<file path="config.mk">
export PLATFORM = sky130hd
export DESIGN_NAME = hazard_ctrl
export DESIGN_NICKNAME = d
export VERILOG_FILES = /design/src/rtl/hazard_ctrl.sv
export SDC_FILE = /design/constraint.sdc
export NUM_CORES = 1
export LEC_CHECK = 0
export ABC_AREA = 0
export CAP_MARGIN = 0
export CORE_MARGIN = 2
export CORE_UTILIZATION = 44
export DETAILED_ROUTE_END_ITERATION = 8
export PLACE_DENSITY = 0.81
export SETUP_SLACK_MARGIN = 0.5
export SYNTH_ARGS = -nofsm -noshare
export SYNTH_HDL_FRONTEND = slang
export SYNTH_SLANG_ARGS = --single-unit
</file>
<file path="constraint.sdc">
create_clock -name CLK -period 4.6 [get_ports CLK]
set_input_delay 1.38 -clock CLK [delete_from_list [all_inputs] [get_ports CLK]]
set_output_delay 1.38 -clock CLK [all_outputs]
set_load 0.01 [all_outputs]
</file>
<file path="src/rtl/hazard_ctrl.sv">
// hazard_ctrl: load-use stall, branch flush and memory-freeze control for the
// five-stage pipeline, with saturating event counters and a memory watchdog.
module hazard_ctrl #(
  parameter int unsigned LOAD_STALL     = 1,
  parameter int unsigned BRANCH_PENALTY = 1,
  parameter int unsigned MEM_TIMEOUT    = 255
) (
  input  logic        CLK,
  input  logic        Reset,
  input  logic [15:0] IDRs1,
  input  logic [15:0] IDRs2,
  input  logic        IDUsesRs2,
  input  logic [15:0] EXRd,
  input  logic        EXMemRead,
  input  logic        EXRegWrite,
  input  logic        BranchTaken,
  input  logic        MemReq,
  input  logic        MemReady,
  output logic        PCWrite,
  output logic        IFIDWrite,
  output logic        IFIDFlush,
  output logic        IDEXWrite,
  output logic        IDEXFlush,
  output logic        EXMEMWrite,
  output logic [1:0]  State,
  output logic [15:0] StallCount,
  output logic [15:0] FlushCount,
  output logic        MemError
);

  localparam logic [1:0] RUN       = 2'd0;
  localparam logic [1:0] LOADSTALL = 2'd1;
  localparam logic [1:0] FLUSH     = 2'd2;

  localparam logic [2:0] LS_PEN  = 3'(LOAD_STALL - 1);
  localparam logic [2:0] BR_PEN  = 3'(BRANCH_PENALTY - 1);
  localparam logic [8:0] TIMEOUT = 9'(MEM_TIMEOUT);

  logic [1:0]  state;
  logic [2:0]  pen;
  logic [7:0]  wait_cnt;
  logic [15:0] stall_cnt;
  logic [15:0] flush_cnt;
  logic        mem_err;

  logic freeze;
  logic load_use;
  logic branch_resp;
  logic load_resp;

  // Hazard decode; a taken branch masks the load-use response because the
  // instruction in ID is on the wrong path.
  always_comb begin
    freeze      = MemReq & ~MemReady;
    load_use    = EXMemRead & EXRegWrite & (EXRd != '0) &
                  ((EXRd == IDRs1) | (IDUsesRs2 & (EXRd == IDRs2)));
    branch_resp = ((state == RUN) & BranchTaken) | (state == FLUSH);
    load_resp   = ~branch_resp & (((state == RUN) & load_use) | (state == LOADSTALL));
  end

  // Pipeline register enables and clears, in priority order.
  always_comb begin
    PCWrite    = 1'b1;
    IFIDWrite  = 1'b1;
    IFIDFlush  = 1'b0;
    IDEXWrite  = 1'b1;
    IDEXFlush  = 1'b0;
    EXMEMWrite = 1'b1;
    if (Reset) begin
      PCWrite    = 1'b0;
      IFIDWrite  = 1'b0;
      IFIDFlush  = 1'b1;
      IDEXWrite  = 1'b0;
      IDEXFlush  = 1'b1;
      EXMEMWrite = 1'b0;
    end else if (freeze) begin
      PCWrite    = 1'b0;
      IFIDWrite  = 1'b0;
      IDEXWrite  = 1'b0;
      EXMEMWrite = 1'b0;
    end else if (branch_resp) begin
      IFIDFlush  = 1'b1;
      IDEXFlush  = 1'b1;
    end else if (load_resp) begin
      PCWrite    = 1'b0;
      IFIDWrite  = 1'b0;
      IDEXFlush  = 1'b1;
    end
  end

  // FSM, penalty counter, statistics and watchdog; everything but the
  // watchdog holds while memory freezes the pipeline.
  always_ff @(posedge CLK) begin
    if (Reset) begin
      state     <= RUN;
      pen       <= '0;
      wait_cnt  <= '0;
      stall_cnt <= '0;
      flush_cnt <= '0;
      mem_err   <= 1'b0;
    end else if (freeze) begin
      if (wait_cnt != '1)
        wait_cnt <= wait_cnt + 8'd1;
      if (({1'b0, wait_cnt} + 9'd1) == TIMEOUT)
        mem_err <= 1'b1;
    end else begin
      wait_cnt <= '0;
      if (load_resp && stall_cnt != '1)
        stall_cnt <= stall_cnt + 16'd1;
      case (state)
        RUN: begin
          if (BranchTaken) begin
            if (flush_cnt != '1)
              flush_cnt <= flush_cnt + 16'd1;
            if (BRANCH_PENALTY > 1) begin
              state <= FLUSH;
              pen   <= BR_PEN;
            end
          end else if (load_use) begin
            if (LOAD_STALL > 1) begin
              state <= LOADSTALL;
              pen   <= LS_PEN;
            end
          end
        end
        LOADSTALL, FLUSH: begin
          pen <= pen - 3'd1;
          if (pen == 3'd1)
            state <= RUN;
        end
        default: state <= RUN;
      endcase
    end
  end

  assign State      = state;
  assign StallCount = stall_cnt;
  assign FlushCount = flush_cnt;
  assign MemError   = mem_err;

endmodule

</file>
==> results of run 1 <==
-- report_power, final --
group / internal [W] / switching, W / leakage, nW
sequential: 0.000357 / 0.00000346 / 0.331
combinational: 0.0000682 / 0.0000616 / 0.976
clock: 0.000122 / 0.000129 / 0.0512
total: 0.000547 / 0.000194 / 1.36
-- metrics by stage --
step	cell area (um2)	TNS, ns	utilization
after floorplan	2470	0	-
after global placement	3480	-0.747	0.641
after detailed placement	3480	-0.743	0.641
after CTS	3580	0	0.658
after global routing	3620	0	0.665
final	3620	0	0.665
-- tightest hold or removal path, stage by stage, from the launching register on --
cell and delay (ns):
dfxtp_1 0.35, a31oi_1 0.05, nor2_1 0.07
-- state kept, by name (all words and copies together), names as in the netlist --
signal / flops
FlushCount: 16
MemError: 1
StallCount: 16
wait_cnt: 8
-- metal layers --
layer	part of all wire	up-vias
li1	-	1264
met1	0.41	1204
met2	0.53	59
met3	0.037	13
met4	0.014	0
met5	0	-
-- final timing paths --
kind / endpoint / slack [ns]
min reg2reg: MemError / 0.50
max: PCWrite / 0.52
min: MemError / 0.50
max reg2reg: StallCount[8] / 2.42
-- repair_timing --
item / CTS / global route
pin swaps: 39 / 34
endpoints found under the setup margin: 6 / 5
buffers inserted: 2 / 0
resized for setup: 95 / 59
cloned: 0 / 0
-- area by class of cell --
cell class | instances | area [um2] | share of cell area
tap | 72 | 90.1 | 0.0249
inverter | 3 | 11.3 | 0.00311
sequential | 41 | 821 | 0.227
clock buffer | 6 | 82.6 | 0.0228
multi-input combinational | 245 | 1710 | 0.472
clock inverter | 2 | 13.8 | 0.00380
timing repair buffer | 104 | 891 | 0.246
-- cell usage after synthesis, types with 2 or more instances --
library cell,count,area [um2]
clkbuf_1,6,22.5
o21ai_0,13,65.1
mux2i_1,3,30.0
a21oi_1,16,80.1
and3_1,9,56.3
buf_4,4,30.0
nand4_1,20,125
nor4_1,9,56.3
nor3_1,4,20.0
buf_2,2,10.0
ha_1,4,50.1
and2_1,5,31.3
mux2_2,2,22.5
nand2_1,20,75.1
or3_1,9,56.3
inv_1,3,11.3
or4_1,5,37.5
o31ai_1,3,22.5
nand3_1,13,65.1
nor2b_1,6,37.5
buf_1,2,7.51
a31oi_1,4,25.0
xnor2_1,30,263
nor2_1,31,116
nand2b_1,4,25.0
dfxtp_1,41,821
and4_1,3,26.3
xor2_1,21,184
-- logic make-up (layout without fill, tap and decap cells) --
family | after synthesis | in the layout | share of synthesized area
simple gates | 143 | 143 | 0.316
fa+ha+maj | 4 | 4 | 0.0204
mux | 5 | 5 | 0.0214
other cells | 1 | 2 | 0.00153
buf+inv | 17 | 115 | 0.0331
flops | 41 | 41 | 0.334
compound gates | 40 | 40 | 0.0917
xor+xnor | 51 | 51 | 0.182
==> out/results.txt, run 1 <==
Status - finished clean
Most used routing layer - met2
Synthesized cell area - 2460 um2
Least-Margin Pin Slew - 0.534 ns
Distinct cells, synth - 38
Worst VDD drop - 0.000116 V
Worst skew pair latency - 0.29 ns
Initial DRC Count - 128
Crit path max-delay family - simple AND/OR/NAND/NOR gates
RSZ-0062 raised after global routing - yes
R2R cell count - 6
CP Capture Type - primary output
Via count - 2540
Hold wc startpoint - MemError
First-pass GRT wire length - 11.3 mm
WL final - 7.07 mm
Levels on crit path - 7
CP Buf/Inv Count - 2
Pwr Total - 0.000741 W
CP peak stage delay - 0.29 ns
Hold Path Class - reg -> reg
Final HPWL DP - 5.26 mm
FF+latch count, synth - 41
Yosys warnings - 0
CTS Sinks - 41
Num ports - 97
Maxcap violations - 0
GRT Residual Overflow - 0
Worst Path Max Fanout - 3
Post-Syn Instances - 302
# fillers - 486
DRC viols - 0
Dpl ws - -0.252 ns
Final setup vio count - 0
Tot GR Track Use - 0.229
CP startpoint - EXRd[3]
Initial core utilization - 0.452
Critical Path RT - 3.22 ns
Final hold vios - 0
P&R area growth vs syn - 47.3%
Vias in the first global route - 2435
Placed Cells - 463
Worst r2r src - StallCount[0]
Min cycle time layout - 4.08 ns
Deepest clock path buffer count - 2
Max_slew headroom - 0.642
TritonCTS clock tree - yes
Die Y - 78.7 um
Drt wl/cell - 14.9 um
Worst-path clk slew - 0.08 ns
Seq/Total Area, Yosys - 0.334
Leading cell types in the layout, fill and taps excluded - dfxtp_1, clkdlybuf4s50_1, nor2_1
Met3 usage - 0.0500
Leak Pwr - 1.36 nW
FFs w/ async S/R, synth - 0
Critical path data arrival time - 2.70 ns
Core Box Area - 5440 um2
Die area - 6200 um2
Nets - 460
GRT met1 Usage - 0.279
Final ANT Viol Nets - 0
Pwr/cell area - 205 nW/um2
Port Buffers - 94
Number of synthesized flops with an enable pin - 0
Layout cells sized above 1 - 0.167
Crit-path cells - buf_2 > nor4_1 > and4_1 > nor2_1 > a32oi_2 > and2_4 > buf_6
Root Buffer - clkbuf_8
Worst Path Class, Setup - in -> out
Hold Buf Count CTS - 0
Gpl congestion - 0.913
Hold Crit Depth - 2
Clock skew - 0.00620 ns
Largest net degree at the start of global routing - 38
Hold slack - 0.503 ns
H-tree level count - 2
Startpoint Class - primary input
# rows - 27
Slowest cell on crit path - nor4_1
Met2 usage - 0.409
Maximum clock frequency - 245 MHz
Vias/cell - 5.37
Final period util - 0.887
DRT Pass-1 Iters - 4
Die X - 78.7 um
Post-synth top flop - dfxtp_1
Post-route setup slack - 0.519 ns
Pins Over Slew Limit - 0
Initial antenna violation count - 0
Ant. Diodes - 0
Final cell count without fillers - 473
Num CTS Buffers - 5
Syn Area/Cell - 8.14 um2
Note: power is estimated with default switching activity, not from simulation.
==> run 2: changes to the inputs <==
--- a/config.mk
+++ b/config.mk
@@ -7,10 +7,12 @@
 export LEC_CHECK = 0
 export ABC_AREA = 0
 export CAP_MARGIN = 0
+export CELL_PAD_IN_SITES_DETAIL_PLACEMENT = 1
+export CELL_PAD_IN_SITES_GLOBAL_PLACEMENT = 1
 export CORE_MARGIN = 2
-export CORE_UTILIZATION = 44
+export CORE_UTILIZATION = 31
 export DETAILED_ROUTE_END_ITERATION = 8
-export PLACE_DENSITY = 0.81
+export PLACE_DENSITY_LB_ADDON = 0.1
 export SETUP_SLACK_MARGIN = 0.5
 export SYNTH_ARGS = -nofsm -noshare
 export SYNTH_HDL_FRONTEND = slang
==> out/results.txt, run 2 (synthesis results as in run 1) <==
Status - finished clean (unchanged)
Worst Path Max Fanout - 2 (was 3)
Switching Fraction - 0.263 (was 0.262)
Vias/cell - 4.97 (was 5.37)
Critical path data arrival time - 2.72 ns (was 2.70 ns)
Clock skew - 0.00616 ns (was 0.00620 ns)
CTS Sinks - 41 (unchanged)
GRT Residual Overflow - 0 (unchanged)
Via count - 2530 (was 2540)
Worst skew pair latency - 0.30 ns (was 0.29 ns)
Clock network power share - 0.336 (was 0.339)
Num CTS Buffers - 5 (unchanged)
GRT met1 Usage - 0.220 (was 0.279)
Worst Path Class, Setup - in -> out (unchanged)
Startpoint Class - primary input (unchanged)
P&R area growth vs syn - 52.7% (was 47.3%)
Max_slew headroom - 0.619 (was 0.642)
R2R setup slack - 2.25 ns (was 2.42 ns)
Hold slack - 0.489 ns (was 0.503 ns)
Drt wl/cell - 14.7 um (was 14.9 um)
# rows - 32 (was 27)
Sequential Power Share - 0.481 (was 0.486)
First-pass GRT wire length - 12.5 mm (was 11.3 mm)
Root Buffer - clkbuf_8 (unchanged)
Met3 usage - 0.0508 (was 0.0500)
Vias in the first global route - 2573 (was 2435)
Die area - 8660 um2 (was 6200 um2)
Critical Path RT - 3.22 ns (about the same)
Layout cells sized above 1 - 0.167 (about the same)
Worst r2r src - StallCount[2] (was StallCount[0])
Dpl ws - -0.341 ns (was -0.252 ns)
Initial core utilization - 0.320 (was 0.452)
Port Buffers - 94 (unchanged)
Largest net degree at the start of global routing - 38 (unchanged)
Die Y - 93.0 um (was 78.7 um)
DRC viols - 0 (unchanged)
Gpl congestion - 0.793 (was 0.913)
Maximum clock frequency - 244 MHz (was 245 MHz)
CP Capture Type - primary output (unchanged)
CP startpoint - IDRs2[3] (was EXRd[3])
Internal cell power - 0.000551 W (was 0.000547 W)
Hold wc startpoint - MemError (unchanged)
Initial antenna violation count - 1 (was 0)
Nets - 466 (was 460)
Leading cell types in the layout, fill and taps excluded - dfxtp_1, clkdlybuf4s50_1, nor2_1 (unchanged)
Tot GR Track Use - 0.178 (was 0.229)
Final setup vio count - 0 (unchanged)
Final ANT Viol Nets - 0 (unchanged)
Least-Margin Pin Slew - 0.569 ns (was 0.534 ns)
Pins Over Slew Limit - 0 (unchanged)
Initial DRC Count - 59 (was 128)
Most used routing layer - met2 (unchanged)
Leak Pwr - 1.39 nW (was 1.36 nW)
Worst VDD drop - 0.0000920 V (was 0.000116 V)
WL final - 7.46 mm (was 7.07 mm)
Met2 usage - 0.309 (was 0.409)
Final hold vios - 0 (unchanged)
Core Box Area - 7690 um2 (was 5440 um2)
Pwr Total - 0.000748 W (was 0.000741 W)
RSZ-0062 raised after global routing - yes (unchanged)
Psw - 0.000197 W (was 0.000194 W)
Num ports - 97 (unchanged)
TritonCTS clock tree - yes (unchanged)
DRT Pass-1 Iters - 4 (unchanged)
Die X - 93.0 um (was 78.7 um)
Worst-path clk slew - 0.08 ns (about the same)
Final period util - 0.891 (was 0.887)
Post-route setup slack - 0.502 ns (was 0.519 ns)
Hold Path Class - reg -> reg (unchanged)
Power share of the combinational group - 0.182 (was 0.175)
Final HPWL DP - 5.74 mm (was 5.26 mm)
Maxcap violations - 0 (unchanged)
H-tree level count - 2 (unchanged)
Min cycle time layout - 4.10 ns (was 4.08 ns)
Pwr/cell area - 199 nW/um2 (was 205 nW/um2)
Deepest clock path buffer count - 2 (unchanged)
==> run 2: cell count changes in the layout (fill, tap and decap cells not counted), sizes merged <==
cell,before,now
buf,25,29
clkbuf,15,11
clkdlybuf4s15,10,13
clkinv,2,0
clkinvlp,0,1
diode,0,1
dlygate4sd2,18,21
==> run 2: cell type report <==
type                    count  area (um2)
diodes                      1        2.50
clock buffers               6        82.6
clock inverters             1        7.51
fillers                   937        3930
inverters                   3        11.3
multi-input cells         245        1710
flip-flops and latches     41         821
well taps                 102         128
repair buffers            110         992
==> run 2: timing repair <==
action	CTS	global route
hold buffers	0	0
endpoints found under the setup margin	6	4
buffers inserted	2	1
resized for setup	119	33
pin swaps	42	29
==> run 2: per-stage QoR <==
step	cell area (um2)	TNS, ns	utilization	instances
2_1_floorplan	2470	0	-	303
3_3_place_gp	3560	-0.769	0.463	498
3_5_place_dp	3560	-0.916	0.463	498
4_1_cts	3700	0	0.481	507
5_1_grt	3750	0	0.488	509
6_report	3750	0	0.488	509
==> run 2: power groups by stage <==
stage / Clock (W) / Combinational [W] / Sequential, W
6_report: 0.000252 / 0.000136 / 0.000360
3_5_place_dp: 0 / 0.000133 / 0.000369
2_1_floorplan: 0 / 0.0000513 / 0.000369
4_1_cts: 0.000263 / 0.000129 / 0.000360
5_1_grt: 0.000275 / 0.000148 / 0.000361
3_3_place_gp: 0 / 0.000131 / 0.000368
==> run 2: worst max-delay path: stages <==
cell and delay (ns):
clkdlybuf4s15_1 0.20, xor2_2 0.18, nor4_2 0.28, and4bb_1 0.25
a32oi_2 0.12, and2_4 0.18, buf_6 0.12
==> run 2: path summary, 6_finish.rpt <==
kind                          to  depth (start not counted)
setup / recovery         PCWrite                          7
hold / removal          MemError                          2
setup reg to reg  StallCount[10]                          7
hold reg to reg         MemError                          2
==> run 2: routing by layer <==
layer | up-vias | share of wire
li1 | 1276 | -
met1 | 1188 | 0.43
met2 | 60 | 0.50
met3 | 6 | 0.058
met4 | 0 | 0.0087
met5 | - | 0
==> run 3: changes to the inputs <==
--- a/config.mk
+++ b/config.mk
@@ -6,10 +6,10 @@
 export NUM_CORES = 1
 export LEC_CHECK = 0
 export ABC_AREA = 0
-export CAP_MARGIN = 0
+export CAP_MARGIN = 25
 export CELL_PAD_IN_SITES_DETAIL_PLACEMENT = 1
 export CELL_PAD_IN_SITES_GLOBAL_PLACEMENT = 1
-export CORE_MARGIN = 2
+export CORE_MARGIN = 4
 export CORE_UTILIZATION = 31
 export DETAILED_ROUTE_END_ITERATION = 8
 export PLACE_DENSITY_LB_ADDON = 0.1
==> out/results.txt, run 3 (synthesis results as in run 1) <==
Maximum clock frequency - 246 MHz (was 244 MHz)
Vias in the first global route - 2664 (was 2573)
Worst Path Max Fanout - 2 (unchanged)
Final period util - 0.883 (was 0.891)
Dpl ws - -0.308 ns (was -0.341 ns)
Least-Margin Pin Slew - 0.584 ns (was 0.569 ns)
Worst Path Class, Setup - in -> out (unchanged)
Initial DRC Count - 50 (was 59)
Vias/cell - 5.02 (was 4.97)
DRT Pass-1 Iters - 4 (unchanged)
Leading cell types in the layout, fill and taps excluded - dfxtp_1, clkdlybuf4s50_1, nor2_1 (unchanged)
Final ANT Viol Nets - 0 (unchanged)
Pwr Total - 0.000800 W (was 0.000748 W)
P&R area growth vs syn - 55.2% (was 52.7%)
Commonest non-fill, non-tap cell in the layout - dfxtp_1
WL final - 7.94 mm (was 7.46 mm)
Min cycle time layout - 4.06 ns (was 4.10 ns)
Hold Buf Count CTS - 0 (unchanged)
Num ports - 97 (unchanged)
Core Box Area - 7730 um2 (was 7690 um2)
Layout cells sized above 1 - 0.213 (was 0.167)
Final setup vio count - 0 (unchanged)
Critical Path RT - 3.22 ns (about the same)
DRC viols - 0 (unchanged)
Status - finished clean (unchanged)
Worst skew pair latency - 0.29 ns (was 0.30 ns)
Worst-path clk slew - 0.08 ns (about the same)
RSZ-0062 raised after global routing - yes (unchanged)
Die Y - 97.0 um (was 93.0 um)
Via count - 2593 (was 2530)
First-pass GRT wire length - 12.9 mm (was 12.5 mm)
Maxcap violations - 0 (unchanged)
Max_slew headroom - 0.609 (was 0.619)
Die X - 97.0 um (was 93.0 um)
Die area - 9420 um2 (was 8660 um2)
Final hold vios - 0 (unchanged)
Largest net degree at the start of global routing - 40 (was 38)
GRT Residual Overflow - 0 (unchanged)
Initial antenna violation count - 2 (was 1)
Drt wl/cell - 15.4 um (was 14.7 um)
# rows - 32 (unchanged)
Critical path data arrival time - 2.68 ns (was 2.72 ns)
Root Buffer - clkbuf_8 (unchanged)
Layout Utilization - 0.494 (was 0.488)
Post-route setup slack - 0.536 ns (was 0.502 ns)
# fillers - 930 (was 937)
Placed Instance Area - 3550 um2 (was 3560 um2)
Final HPWL DP - 6.06 mm (was 5.74 mm)
Hold Path Class - reg -> reg (unchanged)
TritonCTS clock tree - yes (unchanged)
CP Capture Type - primary output (unchanged)
CTS Sinks - 41 (unchanged)
Port Buffers - 94 (unchanged)
Nets - 472 (was 466)
Final Cell Area - 3810 um2 (was 3750 um2)
Deepest clock path buffer count - 2 (unchanged)
Initial core utilization - 0.318 (was 0.320)
H-tree level count - 2 (unchanged)
Startpoint Class - primary input (unchanged)
Leak Pwr - 1.45 nW (was 1.39 nW)
Pwr/cell area - 210 nW/um2 (was 199 nW/um2)
Pins Over Slew Limit - 0 (unchanged)
Num CTS Buffers - 5 (unchanged)
Tot GR Track Use - 0.164 (was 0.178)
Gpl congestion - 0.833 (was 0.793)
Worst VDD drop - 0.000101 V (was 0.0000920 V)
Clock skew - 0.00421 ns (was 0.00616 ns)
-- run 3: cell types whose count changed in the layout (fill, tap and decap cells not counted), sizes merged --
| cell | change |
|---|---|
| buf | +11 |
| dlygate4sd2 | -8 |
| clkbuf | +5 |
| clkdlybuf4s15 | -2 |
| dlymetal6s2s | +2 |
| bufinv | +1 |
| clkdlybuf4s50 | -1 |
| clkinvlp | -1 |
| diode | +1 |
-- run 3: layout make-up --
type | count | area, um2 | share of cell area
tap | 102 | 128 | 0.0335
multi-input combinational | 245 | 1740 | 0.455
clock inverter | 1 | 30.0 | 0.00787
inverter | 3 | 11.3 | 0.00295
sequential | 41 | 821 | 0.215
timing repair buffer | 116 | 997 | 0.261
antenna | 2 | 5.00 | 0.00131
clock buffer | 7 | 86.3 | 0.0226
-- run 3: worst paths after layout --
check	startpoint	endpoint	slack [ns]	cells after the start
setup / recovery	IDRs2[14]	IFIDWrite	0.54	7
hold reg to reg	MemError	MemError	0.47	2
hold / removal	MemError	MemError	0.47	2
setup reg to reg	StallCount[3]	StallCount[8]	2.28	7
-- run 3: metrics by stage --
stage | std cells | hold WS [ns] | setup TNS, ns
4_1_cts | 515 | 0.485 | 0
3_5_place_dp | 497 | 0.465 | -0.864
6_report | 517 | 0.471 | 0
2_1_floorplan | 303 | 0.502 | 0
3_3_place_gp | 497 | 0.455 | -0.713
5_1_grt | 517 | 0.535 | 0
-- run 3: power breakdown --
group / switching [W] / total (W) / internal, W
logic: 0.0000618 / 0.000135 / 0.0000735
registers: 0.00000329 / 0.000360 / 0.000357
clock network: 0.000127 / 0.000304 / 0.000177
-- run 3: metal layers --
metal  GRT usage  up-vias  wire length [um]
met5           0        -                 0
met4      0.0389        0                82
met3      0.0519        6               550
met2       0.285       70              3920
met1       0.197     1222              3390
li1            -     1295                 -
-- run 3: what timing repair did --
item / 4_1_cts / 5_1_grt
gates resized for setup: 139 / 38
pin swaps: 40 / 29
endpoints found under the setup margin: 6 / 10
cloned: 0 / 0
buffers inserted: 10 / 0
-- run 3: worst max-delay path: stages --
cell and delay [ns]:
dlygate4sd2_1 0.26, xnor2_2 0.14, nand4_1 0.14, and4bb_1 0.21, a32oi_2 0.26, and2_4 0.20
buf_6 0.10
